[src/rtl/block_mover.sv]
// block_mover: a horizontal block that bounces between x=0 and SCREEN_MAX.
// A row starts on load and moves one STEP on each divided tick. A player
// press (synchronized rising edge of stop_btn) freezes the block until the
// downstream logic acknowledges it with next_round.
module block_mover #(
    parameter int unsigned SCREEN_MAX = 159,
    parameter int unsigned STEP       = 4,
    parameter int unsigned TICK_DIV   = 5000000
) (
    input  logic       clk,
    input  logic       resetn,
    input  logic       load,
    input  logic [3:0] load_size,
    input  logic [1:0] speed,
    input  logic       stop_btn,
    input  logic       next_round,
    output logic [8:0] curr_block_start,
    output logic [8:0] curr_block_end,
    output logic [3:0] curr_block_size,
    output logic       stop_true,
    output logic       moving
);

    localparam logic [1:0] ST_IDLE    = 2'd0;
    localparam logic [1:0] ST_MOVE    = 2'd1;
    localparam logic [1:0] ST_STOPPED = 2'd2;

    // Wide enough to hold TICK_DIV itself so the shifted period never truncates.
    localparam int unsigned CNT_W = $clog2(TICK_DIV + 1);
    localparam logic [CNT_W-1:0] TICK_DIV_W = CNT_W'(TICK_DIV);
    localparam logic [8:0] STEP_W = 9'(STEP);
    localparam logic [8:0] MAX_W  = 9'(SCREEN_MAX);

    logic [1:0]       state_q, state_d;
    logic [8:0]       start_q, start_d;
    logic [8:0]       end_q, end_d;
    logic [3:0]       size_q, size_d;
    logic [1:0]       speed_q, speed_d;
    logic             dir_up_q, dir_up_d;
    logic [CNT_W-1:0] tick_cnt_q, tick_cnt_d;
    logic [1:0]       sync_q;
    logic             btn_prev_q;
    logic             stop_true_q;
    logic             moving_q;

    logic             press;
    logic [CNT_W-1:0] tick_period;
    logic [CNT_W-1:0] tick_last;
    logic [9:0]       start_plus_step;
    logic             up_fits;

    // Press is the rising edge of the synchronized button; a held button
    // never produces a second press, so it cannot stop a later row.
    assign press = sync_q[1] & ~btn_prev_q;

    // Bring the raw button into the clock domain and remember its last value.
    always_ff @(posedge clk or negedge resetn) begin
        if (!resetn) begin
            sync_q     <= 2'b00;
            btn_prev_q <= 1'b0;
        end else begin
            sync_q     <= {sync_q[0], stop_btn};
            btn_prev_q <= sync_q[1];
        end
    end

    // Next-state logic: FSM, tick divider and bounce arithmetic.
    always_comb begin
        state_d    = state_q;
        start_d    = start_q;
        end_d      = end_q;
        size_d     = size_q;
        speed_d    = speed_q;
        dir_up_d   = dir_up_q;
        tick_cnt_d = tick_cnt_q;

        // A period that shifts down to zero is treated as one clock per tick.
        tick_period = TICK_DIV_W >> speed_q;
        tick_last   = (tick_period == '0) ? '0 : tick_period - CNT_W'(1);

        start_plus_step = {1'b0, start_q} + {1'b0, STEP_W};
        up_fits         = (start_plus_step <= {1'b0, MAX_W});

        case (state_q)
            ST_IDLE: begin
                if (load && (load_size != 4'd0)) begin
                    state_d    = ST_MOVE;
                    start_d    = MAX_W;
                    end_d      = MAX_W - {3'b000, load_size, 2'b00};
                    size_d     = load_size;
                    speed_d    = speed;
                    dir_up_d   = 1'b0;
                    tick_cnt_d = '0;
                end
            end
            ST_MOVE: begin
                // A press wins over a tick in the same cycle, so the
                // position freezes at its pre-tick value.
                if (press) begin
                    state_d = ST_STOPPED;
                end else if (tick_cnt_q == tick_last) begin
                    tick_cnt_d = '0;
                    if (!dir_up_q) begin
                        if (end_q >= STEP_W) begin
                            start_d = start_q - STEP_W;
                            end_d   = end_q - STEP_W;
                        end else begin
                            dir_up_d = 1'b1;
                            start_d  = start_q + STEP_W;
                            end_d    = end_q + STEP_W;
                        end
                    end else begin
                        if (up_fits) begin
                            start_d = start_q + STEP_W;
                            end_d   = end_q + STEP_W;
                        end else begin
                            dir_up_d = 1'b0;
                            start_d  = start_q - STEP_W;
                            end_d    = end_q - STEP_W;
                        end
                    end
                end else begin
                    tick_cnt_d = tick_cnt_q + CNT_W'(1);
                end
            end
            ST_STOPPED: begin
                if (next_round) begin
                    state_d = ST_IDLE;
                end
            end
            default: begin
                state_d = ST_IDLE;
            end
        endcase
    end

    // State registers; status flags are registered from the next state so
    // they change together with the state itself.
    always_ff @(posedge clk or negedge resetn) begin
        if (!resetn) begin
            state_q     <= ST_IDLE;
            start_q     <= 9'd0;
            end_q       <= 9'd0;
            size_q      <= 4'd0;
            speed_q     <= 2'd0;
            dir_up_q    <= 1'b0;
            tick_cnt_q  <= '0;
            stop_true_q <= 1'b0;
            moving_q    <= 1'b0;
        end else begin
            state_q     <= state_d;
            start_q     <= start_d;
            end_q       <= end_d;
            size_q      <= size_d;
            speed_q     <= speed_d;
            dir_up_q    <= dir_up_d;
            tick_cnt_q  <= tick_cnt_d;
            stop_true_q <= (state_d == ST_STOPPED);
            moving_q    <= (state_d == ST_MOVE);
        end
    end

    assign curr_block_start = start_q;
    assign curr_block_end   = end_q;
    assign curr_block_size  = size_q;
    assign stop_true        = stop_true_q;
    assign moving           = moving_q;

endmodule

[config.mk]
export PLATFORM = sky130hd
export DESIGN_NAME = block_mover
export DESIGN_NICKNAME = d
export VERILOG_FILES = /design/src/rtl/block_mover.sv
export SDC_FILE = /design/constraint.sdc
export NUM_CORES = 1
export LEC_CHECK = 0
export ABC_AREA = 1
export ABC_CLOCK_PERIOD_IN_PS = 2400
export BUFFER_PORTS_ARGS = -buffer_cell sky130_fd_sc_hd__buf_2
export CAP_MARGIN = 20
export CORE_ASPECT_RATIO = 1.2
export CORE_UTILIZATION = 40
export CTS_CLUSTER_SIZE = 28
export DETAILED_ROUTE_END_ITERATION = 8
export MAX_ROUTING_LAYER = met4
export PLACE_DENSITY = 0.55
export SLEW_MARGIN = 20
export SYNTH_ARGS = -nofsm -noshare
export SYNTH_HDL_FRONTEND = slang
export SYNTH_SLANG_ARGS = --single-unit
[constraint.sdc]
create_clock -name clk -period 2.4 [get_ports clk]
set_input_delay 0.24 -clock clk [delete_from_list [all_inputs] [get_ports clk]]
set_output_delay 0.24 -clock clk [all_outputs]
set_load 0.01 [all_outputs]
# Word level (Yosys, flattened, before mapping)
# Cells that the tools add are included.
[word_totals] out_inout_bits=24 reg_bits=55
[classes] shifts=1 mux=30 n_addsub=8 bitwise=2 eq_ne=8 order_cmp=2 reduce_logical=8
[op_table] operator="9-bit 2-to-1 mux" count=12
[op_table] operator="23-bit 2-to-1 mux" count=4
[op_table] operator="23-bit case mux with 2 select lines" count=1
[op_table] operator="9-bit case mux with 2 select lines" count=2
[op_table] operator="23-bit by 1-bit adder with 23-bit output, second input constant" count=1
[op_table] operator="23-bit == test" count=1
[op_table] operator="23-bit logical NOT" count=1
[op_table] operator="23-bit by 2-bit >> shifter with 23-bit output, first input constant" count=1
[op_table] operator="23-bit by 1-bit subtractor with 23-bit output, second input constant" count=1
[op_table] operator="9-bit by 3-bit adder with 9-bit output, second input constant" count=2
[op_table] operator="9-bit by 3-bit subtractor with 9-bit output, second input constant" count=2
[op_table] operator="9-bit by 3-bit adder with 10-bit output, second input constant" count=1
[op_table] operator="10-bit by 8-bit less-or-equal comparator with 1-bit output, second input constant" count=1
[op_table] operator="9-bit by 3-bit >= comparator with 1-bit output, second input constant" count=1
[op_table] operator="8-bit by 6-bit subtractor with 9-bit output, first input constant" count=1
[op_table] operator="1-bit 2-to-1 mux" count=6
[op_table] operator="2-bit 2-to-1 mux" count=3
[op_table] operator="2-bit != test, second input constant" count=3
[op_table] operator="2-bit case mux with 3 select lines" count=1
[op_table] operator="2-bit by 1-bit == test with 1-bit output, second input constant" count=2
[op_table] operator="2-bit == test, second input constant" count=2
[op_table] operator="4-bit AND reduction" count=1
[op_table] operator="4-bit nonzero test" count=1
[op_table] operator="3-bit AND reduction" count=1
[op_table] operator="other kinds (7)" count=7

# Longest topological paths before layout
# Gate-level depths: netlist of run 1.
[logic_depth] word_depth=7 mapped_depth=16 ltp_nobuf=15

# Worst setup path before layout of run 1
# No wires, ideal clock.
[synth_timing] path_kind="register to register" startpoint="reg speed_q[0]" endpoint="reg end_q[5], in the netlist curr_block_end[5]" t_arrival_ps=2026 setup_slack_ps=258 required_time_ps=2283 stages_incl_launch_ff=16 setup_ps=117 period_less_slack_ps=2142 cell_sequence="dfrtp_1 -> inv_1 -> ha_1 -> inv_1 -> ha_1 -> nand2_1 -> inv_1 -> nor2_1 -> nand3_1 -> nor2_1 -> nand2_1 -> o21ai_1 -> nand2_2 -> buf_6 -> nand2_1 -> nand2_1"
[synth_via] elab_chain_len=6
[synth_lines] item="start, declared" line_no="38" text="logic [1:0] speed_q, speed_d;"
[synth_lines] item="start signal, assigned" line_no="155" text="speed_q <= speed_d;"
[synth_lines] item="23-bit by 2-bit >> shifter with 23-bit output (*)" line_no="78" text="tick_period = TICK_DIV_W >> speed_q;"
[synth_lines] item="23-bit by 1-bit subtractor with 23-bit output or 23-bit logical NOT (tied branches)" line_no="79" text="tick_last = (tick_period == '0) ? '0 : tick_period - CNT_W'(1);"
[synth_lines] item="23-bit 2-to-1 mux (*)" line_no="79"
[synth_lines] item="23-bit == test (*)" line_no="101" text="end else if (tick_cnt_q == tick_last) begin"
[synth_lines] item="2-bit != test (no line) (*)"
[synth_lines] item="4-bit AND reduction (no line) (*)"
[synth_lines] item="end signal, assigned" line_no="153" text="end_q <= end_d;"
[synth_lines] item="end, declared" line_no="36" text="logic [8:0] end_q, end_d;"
# Every way passes the cells marked *; elsewhere a longest branch is shown, timed or not.
# A chain may end at the register's enable or synchronous reset.

# Worst setup path in the final report of run 1
[layout_timing] startpoint="reg speed_q[0]" endpoint="reg tick_cnt_q[9]"
[layout_via] elab_chain_len=7
[layout_lines] item="23-bit by 2-bit >> shifter with 23-bit output (*)" line_no="78"
[layout_lines] item="23-bit by 1-bit subtractor with 23-bit output or 23-bit logical NOT (tied branches)" line_no="79"
[layout_lines] item="23-bit 2-to-1 mux (*)" line_no="79"
[layout_lines] item="23-bit == test (*)" line_no="101"
[layout_lines] item="23-bit 2-to-1 mux (*)" line_no="101"
[layout_lines] item="23-bit 2-to-1 mux (*)" line_no="99" text="if (press) begin"
[layout_lines] item="23-bit case mux with 2 select lines (*)" line_no="84" text="case (state_q)"
[layout_lines] item="end signal, assigned" line_no="157" text="tick_cnt_q <= tick_cnt_d;"
[layout_lines] item="end, declared" line_no="40" text="logic [CNT_W-1:0] tick_cnt_q, tick_cnt_d;"
# Every way passes the cells marked *; elsewhere a longest branch is shown, timed or not. The select of a mux whose other input is x is not followed.

==> impl_metrics.yaml, run 1 <==
outcome:
  status: "completed"
logic_synthesis:
  syn_inst: 497
  syn_area_per_cell_um2: 7.26
  synth.distinct_cells: 33
  synth_area_leaders: "dfrtp_1, nand2_1, nor2_1"
  netlist_area_mm2: 0.00361
  syn-num-nets: 523
  synth_seq_cells: 52
  yosys_most_used_dff: "dfrtp_1"
  yosys.area.top_type_share: 0.361
  async_flop_share: 1.00
  yosysWarnings: 0
  synth_edf_count: 0
  ys_seq_area_frac: 0.361
  yosysTopAreaCell: "dfrtp_1"
clocking:
  cts_max_level: 2
  clock-sinks: 52
  clk-insertion-delay-late_ns: 0.31
  clk_pin_slew_ns: 0.10
  clock_path_buffers: 2
  cts_tree: "yes"
  numCtsBuffers: 5
  root_buffer: "clkbuf_8"
setup_path:
  critPathMaxStageDelay_ns: 0.47
  timing.critical_path.mode_cell: "nand2_1"
  r2r-start: "speed_q[0]"
  critPathLaunchType: "flop"
  crit_chain: "inv_4, buf_4, ha_4, buf_4, nor2_1, nand2_1, nand2_1, nand2_1, nor2_1, nand2_1, nor2_2, nor2_2, nor2_4, clkbuf_16, nor3_2"
  cp_num_buf_inv: 4
  rrSetupSlack_ns: 0.04
  cp.arrival_ns: 2.55
  cp_top_family: "simple AND/OR/NAND/NOR gates"
  crit_slowest_cell: "dfrtp_2"
  worstPathRequired_ns: 2.59
  critPathKind: "reg -> reg"
  end_kind: "flop"
  reg2reg_to: "tick_cnt_q[9]"
  worstPathMaxFanout: 5
  rr_worst_depth: 15
die:
  die_y_um: 106
  coreArea_mm2: 0.00866
  initial_core_util: 0.417
  die_w_um: 88.7
  num_rows: 37
  dieArea_mm2: 0.00941
  ioPinCount: 35
finish:
  area_growth_syn_to_layout_pct: 19.7
  nets: 569
  final_util: 0.499
  drive_gt1_frac: 0.244
  diodes: 0
sta:
  worst_slack_ns: 0.0406
  relSlewSlack: 0.708
  setup_viol: 0
  slew_violations: 0
  final-hold-violation-count: 0
  fin_worst_skew_ns: 0.0121
  fin_crit_sh: 0.983
  fin_tns_setup_ns: 0
  hold_ws_ns: 0.0382
  max_clock_freq_mhz: 424
  min_period_ns: 2.36
  grt_setup_unrepaired: "yes"
  worst_pin_slew_ns: 0.434
grt:
  antenna_found_initial: 0
  grt_max_degree: 53
  gr-total-overflow: 0
  grt_pass1_vias: 3078
  track_usage: 0.209
  grt_pass1_wl_um: 14800
power:
  p_leak_nw: 2.01
  peakVddDrop_mv: 0.564
  power_mw: 4.40
  powerDensity_mw_per_mm2: 1020
placement:
  place_ws_ns: 0.0871
  dp_hpwl_um: 6630
  gp_congestion: 0.891
  port_buffers: 34
detailed_routing:
  wire_per_inst_um: 14.0
  drt_iter0_drc: 163
  via_per_inst: 4.94
  firstDrtPassIters: 4
  wirelength_um: 9280
  routed-via-count: 3267
  drc: 0
  detail-route-antenna-nets: 0
hold_path:
  hp-start: "stop_btn"
  min_path_type: "in -> reg"
  hold_end: "sync_q[0]"
  min_path_cells: 1
flow_run:
  maxCapViolCount: 0
## power by group
part | leakage [nW] | internal (mW) | total, mW | switching [mW]
registers | 0.668 | 1.06 | 1.25 | 0.198
logic | 1.30 | 1.10 | 2.61 | 1.51
clock network | 0.0434 | 0.234 | 0.536 | 0.302
## cell type report
type,instances,area [µm²]
Inverter,60,230
Clock inverter,2,15.0
Tap cell,117,146
Fill cell,904,4340
Clock buffer,6,82.6
Timing Repair Buffer,58,428
Sequential cell,52,1300
Multi-Input combinational cell,366,2110
## cell usage in the layout (no fill, tap or decap), types with 5 or more instances in the layout
| cell type | netlist | layout |
|---|---|---|
| nand2_1 | 130 | 126 |
| dfrtp_1 | 52 | 50 |
| inv_1 | 54 | 49 |
| nor2_1 | 60 | 49 |
| nand3_1 | 42 | 40 |
| buf_2 | 9 | 34 |
| xor2_1 | 22 | 22 |
| buf_4 | 5 | 15 |
| o21ai_0 | 16 | 14 |
| nor2_2 | 6 | 14 |
| nand4_1 | 11 | 11 |
| a21oi_1 | 11 | 11 |
| inv_2 | 6 | 9 |
| nor3_1 | 11 | 9 |
| ha_1 | 15 | 8 |
| nor2_4 | 4 | 7 |
| nand2_2 | 4 | 7 |
| xnor2_1 | 6 | 6 |
| nand3_2 | 4 | 6 |
| clkbuf_8 | 0 | 6 |
| o21ai_2 | 2 | 5 |
| ha_4 | 0 | 5 |
## registers in the layout, indices dropped and copies added (netlist names)
register	count
btn_prev_q	1
curr_block_end	8
curr_block_size	4
curr_block_start	7
dir_up_q	1
moving	1
speed_q	2
state_q	2
stop_true	1
sync_q	2
tick_cnt_q	23
## metrics by stage
step	cell area, µm²	instances
global placement	3920	643
detailed placement	3920	643
finish	4320	661
CTS	4030	652
global route	4320	661
floorplan	3610	497
## how the worst max path moves through the flow
stage | from | endpoint | slack [ns] | cells past startpoint
2_1_floorplan | speed_q[0] | curr_block_end[5] | 0.26 | 15
3_3_place_gp | speed_q[0] | curr_block_start[3] | 0.13 | 14
3_5_place_dp | speed_q[0] | tick_cnt_q[14] | 0.09 | 14
4_1_cts | speed_q[0] | curr_block_start[3] | 0.07 | 14
5_1_grt | speed_q[0] | curr_block_end[2] | -0.1 | 16
6_report | speed_q[0] | tick_cnt_q[9] | 0.04 | 15
## metal layers
layer,vias to the layer above,part of all wire,GRT usage
met4,0,0.017,0.0680
met5,-,0,-
met1,1551,0.43,0.250
li1,1653,-,-
met3,11,0.028,0.0241
met2,52,0.52,0.363
## logic make-up after synthesis
group,after synthesis,synth area share
buffers and inverters,79,0.0988
AO/OA/AOI/OAI,38,0.0607
flip-flops,52,0.361
AND/OR/NAND/NOR,285,0.360
adder cells (fa/ha/maj),15,0.0520
XOR/XNOR,28,0.0680
## synthesized netlist by cell type (9+ instances only)
cell type,count
xor2_1,22
inv_1,54
ha_1,15
nand2_1,130
nand3_1,42
o21ai_0,16
dfrtp_1,52
nor3_1,11
nand4_1,11
buf_2,9
a21oi_1,11
nor2_1,60
## repair_timing
item	in CTS	in global routing
hold endpoints to repair	52	0
setup endpoints to repair	0	36
setup buffers	0	6
gates resized for setup	0	52
hold buffers	1	0
Note: power is estimated with default switching activity, not from simulation.
==> run 2: changes to the inputs <==
- BUFFER_PORTS_ARGS: -buffer_cell sky130_fd_sc_hd__buf_2 -> unset
- DONT_BUFFER_PORTS: unset -> 1
- PLACE_DENSITY: 0.55 -> 0.51
==> run 2 against run 1 <==
First-iteration DRC count decreased by 26%. Worst hold slack worse by 0.017 ns. Total power down 0.73%. Cell count shrank 4.8%. Global-route usage fell by 0.23 points. Critical path type unchanged. Critical endpoint is now tick_cnt_q[7]. Largest cell class unchanged.
==> impl_metrics.yaml, run 2 (synthesis results as in run 1) <==
outcome:
  status: "completed"
setup_path:
  worstPathMaxFanout: 12
  end_kind: "flop"
  rrSetupSlack_ns: 0.13
  cp-endpoint: "tick_cnt_q[7]"
  worstPathRequired_ns: 2.60
  cp.arrival_ns: 2.47
  critPathKind: "reg -> reg"
  critPathLaunchType: "flop"
  timing.critical_path.mode_cell: "nor2_2"
  critPathMaxStageDelay_ns: 0.42
  r2r-start: "speed_q[0]"
  crit_start: "speed_q[0]"
  reg2reg_to: "tick_cnt_q[7]"
  rr_worst_depth: 15
  crit_chain: "buf_6, ha_4, inv_4, ha_4, nand2_2, inv_2, nor2_2, nand3_1, nor2_1, nand2_1, nor2_2, nor2_2, nor2_4, clkbuf_16, nor2_1"
  crit_slowest_cell: "dfrtp_1"
detailed_routing:
  via_per_inst: 5.06
  wirelength_um: 9130
  wire_per_inst_um: 14.5
  drc: 0
  detail-route-antenna-nets: 0
  drt_iter0_drc: 120
  firstDrtPassIters: 4
  routed-via-count: 3180
sta:
  relSlewSlack: 0.663
  grt_setup_unrepaired: "yes"
  slew_violations: 0
  fin_worst_skew_ns: 0.0112
  fin_crit_sh: 0.948
  final-hold-violation-count: 0
  setup_viol: 0
  max_clock_freq_mhz: 440
  min_period_ns: 2.27
  fin_tns_setup_ns: 0
  worst_pin_slew_ns: 0.505
power:
  peakVddDrop_mv: 0.486
  p_leak_nw: 1.90
  powerDensity_mw_per_mm2: 1050
grt:
  grt_max_degree: 53
  grt_pass1_wl_um: 14600
  gr-total-overflow: 0
  track_usage: 0.207
  grt_pass1_vias: 3030
  antenna_found_initial: 0
die:
  die_w_um: 88.7
  ioPinCount: 35
  dieArea_mm2: 0.00941
  initial_core_util: 0.417
  die_y_um: 106
  coreArea_mm2: 0.00866
  num_rows: 37
finish:
  drive_gt1_frac: 0.160
  diodes: 0
  final_util: 0.478
  fill_cells: 896
  final_cell_mix: "nand2_1, nor2_1, dfrtp_1, inv_1, nand3_1"
  largest_register: "tick_cnt_q"
  nets: 537
  largest_reg_flops: 23
  area_growth_syn_to_layout_pct: 14.8
  layout_commonest_cell: "nand2_1"
placement:
  port_buffers: 0
  dp_hpwl_um: 6470
  gp_congestion: 0.877
clocking:
  numCtsBuffers: 5
  clk_pin_slew_ns: 0.09
  cts_tree: "yes"
  clock-sinks: 52
  cts_max_level: 2
  clock_path_buffers: 2
  root_buffer: "clkbuf_8"
  clk-insertion-delay-late_ns: 0.31
hold_path:
  min_path_type: "in -> reg"
flow_run:
  maxCapViolCount: 0
## run 2: cell count changes in the layout (fill, tap and decap cells not counted), sizes merged
cell | previous run | this run
clkinvlp | 2 | 0
bufinv | 0 | 1
clkinv | 0 | 1
dlygate4sd3 | 1 | 2
buf | 55 | 22
## run 2: layout make-up
type	count	area (µm²)	share of cell area
multi-input cells	366	2050	0.494
well taps	117	146	0.0353
repair buffers	26	292	0.0704
clock inverters	2	38.8	0.00937
inverters	60	233	0.0562
clock buffers	6	82.6	0.0199
flip-flops and latches	52	1300	0.315
## run 2: timing repair
| action | 4_1_cts | 5_1_grt |
|---|---|---|
| gates resized for setup | 0 | 32 |
| endpoints found under the setup margin | 0 | 35 |
| hold endpoints to repair | 53 | 0 |
| hold buffers | 3 | 0 |
| buffers inserted | 0 | 8 |
## run 2: how the worst min path moves through the flow
stage,start,endpoint,slack (ns),cells after the start
2_1_floorplan,resetn,btn_prev_q,-0.06,0
3_3_place_gp,resetn,curr_block_start[8],-0.05,0
3_5_place_dp,resetn,curr_block_start[8],-0.05,0
4_1_cts,next_round,state_q[1],0.01,1
5_1_grt,next_round,state_q[1],0.01,1
6_report,next_round,state_q[1],0.02,1
## run 2: through the flow
step / cell area, µm² / std cells / power (mW) / hold WS, ns / setup slack [ns]
floorplan: 3610 / 497 / 2.82 / -0.0556 / 0.258
global placement: 3730 / 608 / 3.29 / -0.0532 / 0.123
detailed placement: 3730 / 608 / 3.30 / -0.0531 / 0.104
CTS: 3900 / 619 / 3.99 / 0.00988 / 0.0939
global route: 4140 / 629 / 4.75 / 0.0122 / 0.000720
finish: 4140 / 629 / 4.37 / 0.0215 / 0.125
## run 2: layer usage
layer  vias to the layer above  part of all wire  wire [µm]  GRT usage
li1                       1596                 -          -          -
met1                      1510              0.44       3990      0.246
met2                        60              0.51       4680      0.363
met3                        14             0.029        264     0.0256
met4                         0             0.021        194     0.0588
met5                         -                 0          0          -
## run 2: critical path: cells and delay by family (launching register included)
kind                     cells  cell delay, ns
buffers and inverters        4            0.48
flip-flops                   1            0.42
adder cells (fa/ha/maj)      2            0.36
AND/OR/NAND/NOR              9            0.92
## run 2: power breakdown
| group | switching (mW) | total, mW | internal, mW | leakage, nW |
|---|---|---|---|---|
| sequential | 0.252 | 1.31 | 1.05 | 0.669 |
| clock | 0.300 | 0.642 | 0.341 | 0.0614 |
| combinational | 1.40 | 2.42 | 1.02 | 1.17 |
| total | 1.95 | 4.37 | 2.42 | 1.90 |
==> run 3: changes to the inputs <==
- CORE_UTILIZATION: 40 -> 30
- PLACE_DENSITY: 0.51 -> 0.41
- SKIP_CTS_REPAIR_TIMING: unset -> 1
==> run 3 against run 2 <==
Via count decreased by 3.3%. Register-to-register slack about the same. Non-clock buffer count decreased by 4. Worst hold slack improved by 0.022 ns. Maximum frequency decreased by 0.35%. Flip-flop and latch count unchanged. Sequential power about the same. Global-route usage decreased by 3.9 points. Setup slack got worse by 0.0081 ns. Core utilization decreased by 12 points. First-iteration DRC count increased by 5.0%. Highest routed layer unchanged.
==> impl_metrics.yaml, run 3 (synthesis results as in run 1) <==
setup_path:
  rrSetupSlack_ns: 0.12
  end_kind: "flop"
  cp.arrival_ns: 2.49
  crit_start: "speed_q[0]"
  worstPathMaxFanout: 10
  reg2reg_to: "tick_cnt_q[12]"
  cp-endpoint: "tick_cnt_q[12]"
  worstPathRequired_ns: 2.60
  r2r-start: "speed_q[0]"
  critPathKind: "reg -> reg"
  critPathLaunchType: "flop"
  rr_worst_depth: 15
outcome:
  status: "completed"
power:
  p_leak_nw: 1.90
  powerDensity_mw_per_mm2: 1070
  peakVddDrop_mv: 0.431
grt:
  grt_pass1_vias: 3031
  antenna_found_initial: 0
  grt_max_degree: 53
  gr-total-overflow: 0
  track_usage: 0.168
  grt_pass1_wl_um: 15500
clocking:
  root_buffer: "clkbuf_16"
  cts_tree: "yes"
  clock-sinks: 52
  clk-insertion-delay-late_ns: 0.30
  clk_pin_slew_ns: 0.07
  clock_path_buffers: 2
  cts_max_level: 2
  numCtsBuffers: 5
detailed_routing:
  wl_met2_um: 4810
  routed.top_layer: "met4"
  drc: 0
  via_per_inst: 4.63
  routed-via-count: 3076
  wl_met3_um: 355
  wire_per_inst_um: 14.6
  drt_iter0_drc: 126
  met1Wirelength_um: 4320
  wirelength_um: 9740
  firstDrtPassIters: 4
  detail-route-antenna-nets: 0
finish:
  drive_gt1_frac: 0.140
  nets: 533
  layout_commonest_cell: "nand2_1"
  largest_reg_flops: 23
  final_cell_mix: "nand2_1, nor2_1, inv_1, dfrtp_1, nand3_1"
  area_growth_syn_to_layout_pct: 15.4
  largest_register: "tick_cnt_q"
  diodes: 0
sta:
  fin_crit_sh: 0.951
  fin_tns_setup_ns: 0
  worst_pin_slew_ns: 0.476
  max_clock_freq_mhz: 438
  grt_setup_unrepaired: "yes"
  fin_worst_skew_ns: 0.0104
  hold_ws_ns: 0.0434
  slew_violations: 0
  setup_viol: 0
  min_period_ns: 2.28
  relSlewSlack: 0.680
  final-hold-violation-count: 0
die:
  dieArea_mm2: 0.0125
  num_rows: 43
  die_w_um: 102
  die_y_um: 122
  coreArea_mm2: 0.0116
  initial_core_util: 0.311
  ioPinCount: 35
placement:
  dp_hpwl_um: 7000
  port_buffers: 0
  gp_congestion: 0.846
flow_run:
  maxCapViolCount: 0
hold_path:
  min_path_type: "in -> reg"
## run 3: cell count changes in the layout (fill, tap and decap cells not counted), sizes merged
cell / previous run / this run
clkinv: 1 / 0
buf: 22 / 18
clkbuf: 8 / 9
## run 3: worst max-delay path, stage by stage, from the launching register on
cell and delay, ns:
dfrtp_2 0.46, inv_4 0.10, buf_4 0.13, ha_2 0.23, inv_1 0.07, nand3_1 0.10, nand2_1 0.06, o21ai_1 0.07
nand2_1 0.07, nand2_1 0.11, nor2_2 0.06, nor2_2 0.15, nor2_4 0.07, buf_6 0.13, clkbuf_16 0.16, nor3b_1 0.22
## run 3: how the worst min path moves through the flow
stage	to	cells after the start	start
final	state_q[1]	1	next_round
after global routing	state_q[1]	1	next_round
after CTS	curr_block_start[5]	0	resetn
after detailed placement	curr_block_start[5]	0	resetn
after global placement	curr_block_start[8]	0	resetn
after floorplan	btn_prev_q	0	resetn
## run 3: power breakdown
part | total [mW] | switching, mW | internal (mW)
clock network | 0.885 | 0.335 | 0.550
logic | 2.29 | 1.36 | 0.934
registers | 1.29 | 0.236 | 1.06
## run 3: cell type report
type	count	area (µm²)
clock buffers	7	153
clock inverters	1	30.0
fillers	1281	7460
inverters	60	228
multi-input cells	366	2000
flip-flops and latches	52	1300
well taps	157	196
repair buffers	22	249
## run 3: metal layers
| layer | track usage | vias up |
|---|---|---|
| met5 | - | - |
| met4 | 0.0598 | 0 |
| met3 | 0.0275 | 15 |
| met2 | 0.289 | 52 |
| met1 | 0.197 | 1421 |
| li1 | - | 1588 |
## run 3: metrics by stage
step           std cells  power [mW]  utilization  cell area, µm²  setup WS, ns
3_3_place_gp         648        3.31        0.326            3780       -0.0317
6_report             665        4.47        0.358            4160         0.117
5_1_grt              665        4.87        0.358            4160       -0.0657
2_1_floorplan        497        2.82            -            3610         0.258
3_5_place_dp         648        3.32        0.326            3780       -0.0386
4_1_cts              656        4.22        0.341            3970       -0.0498
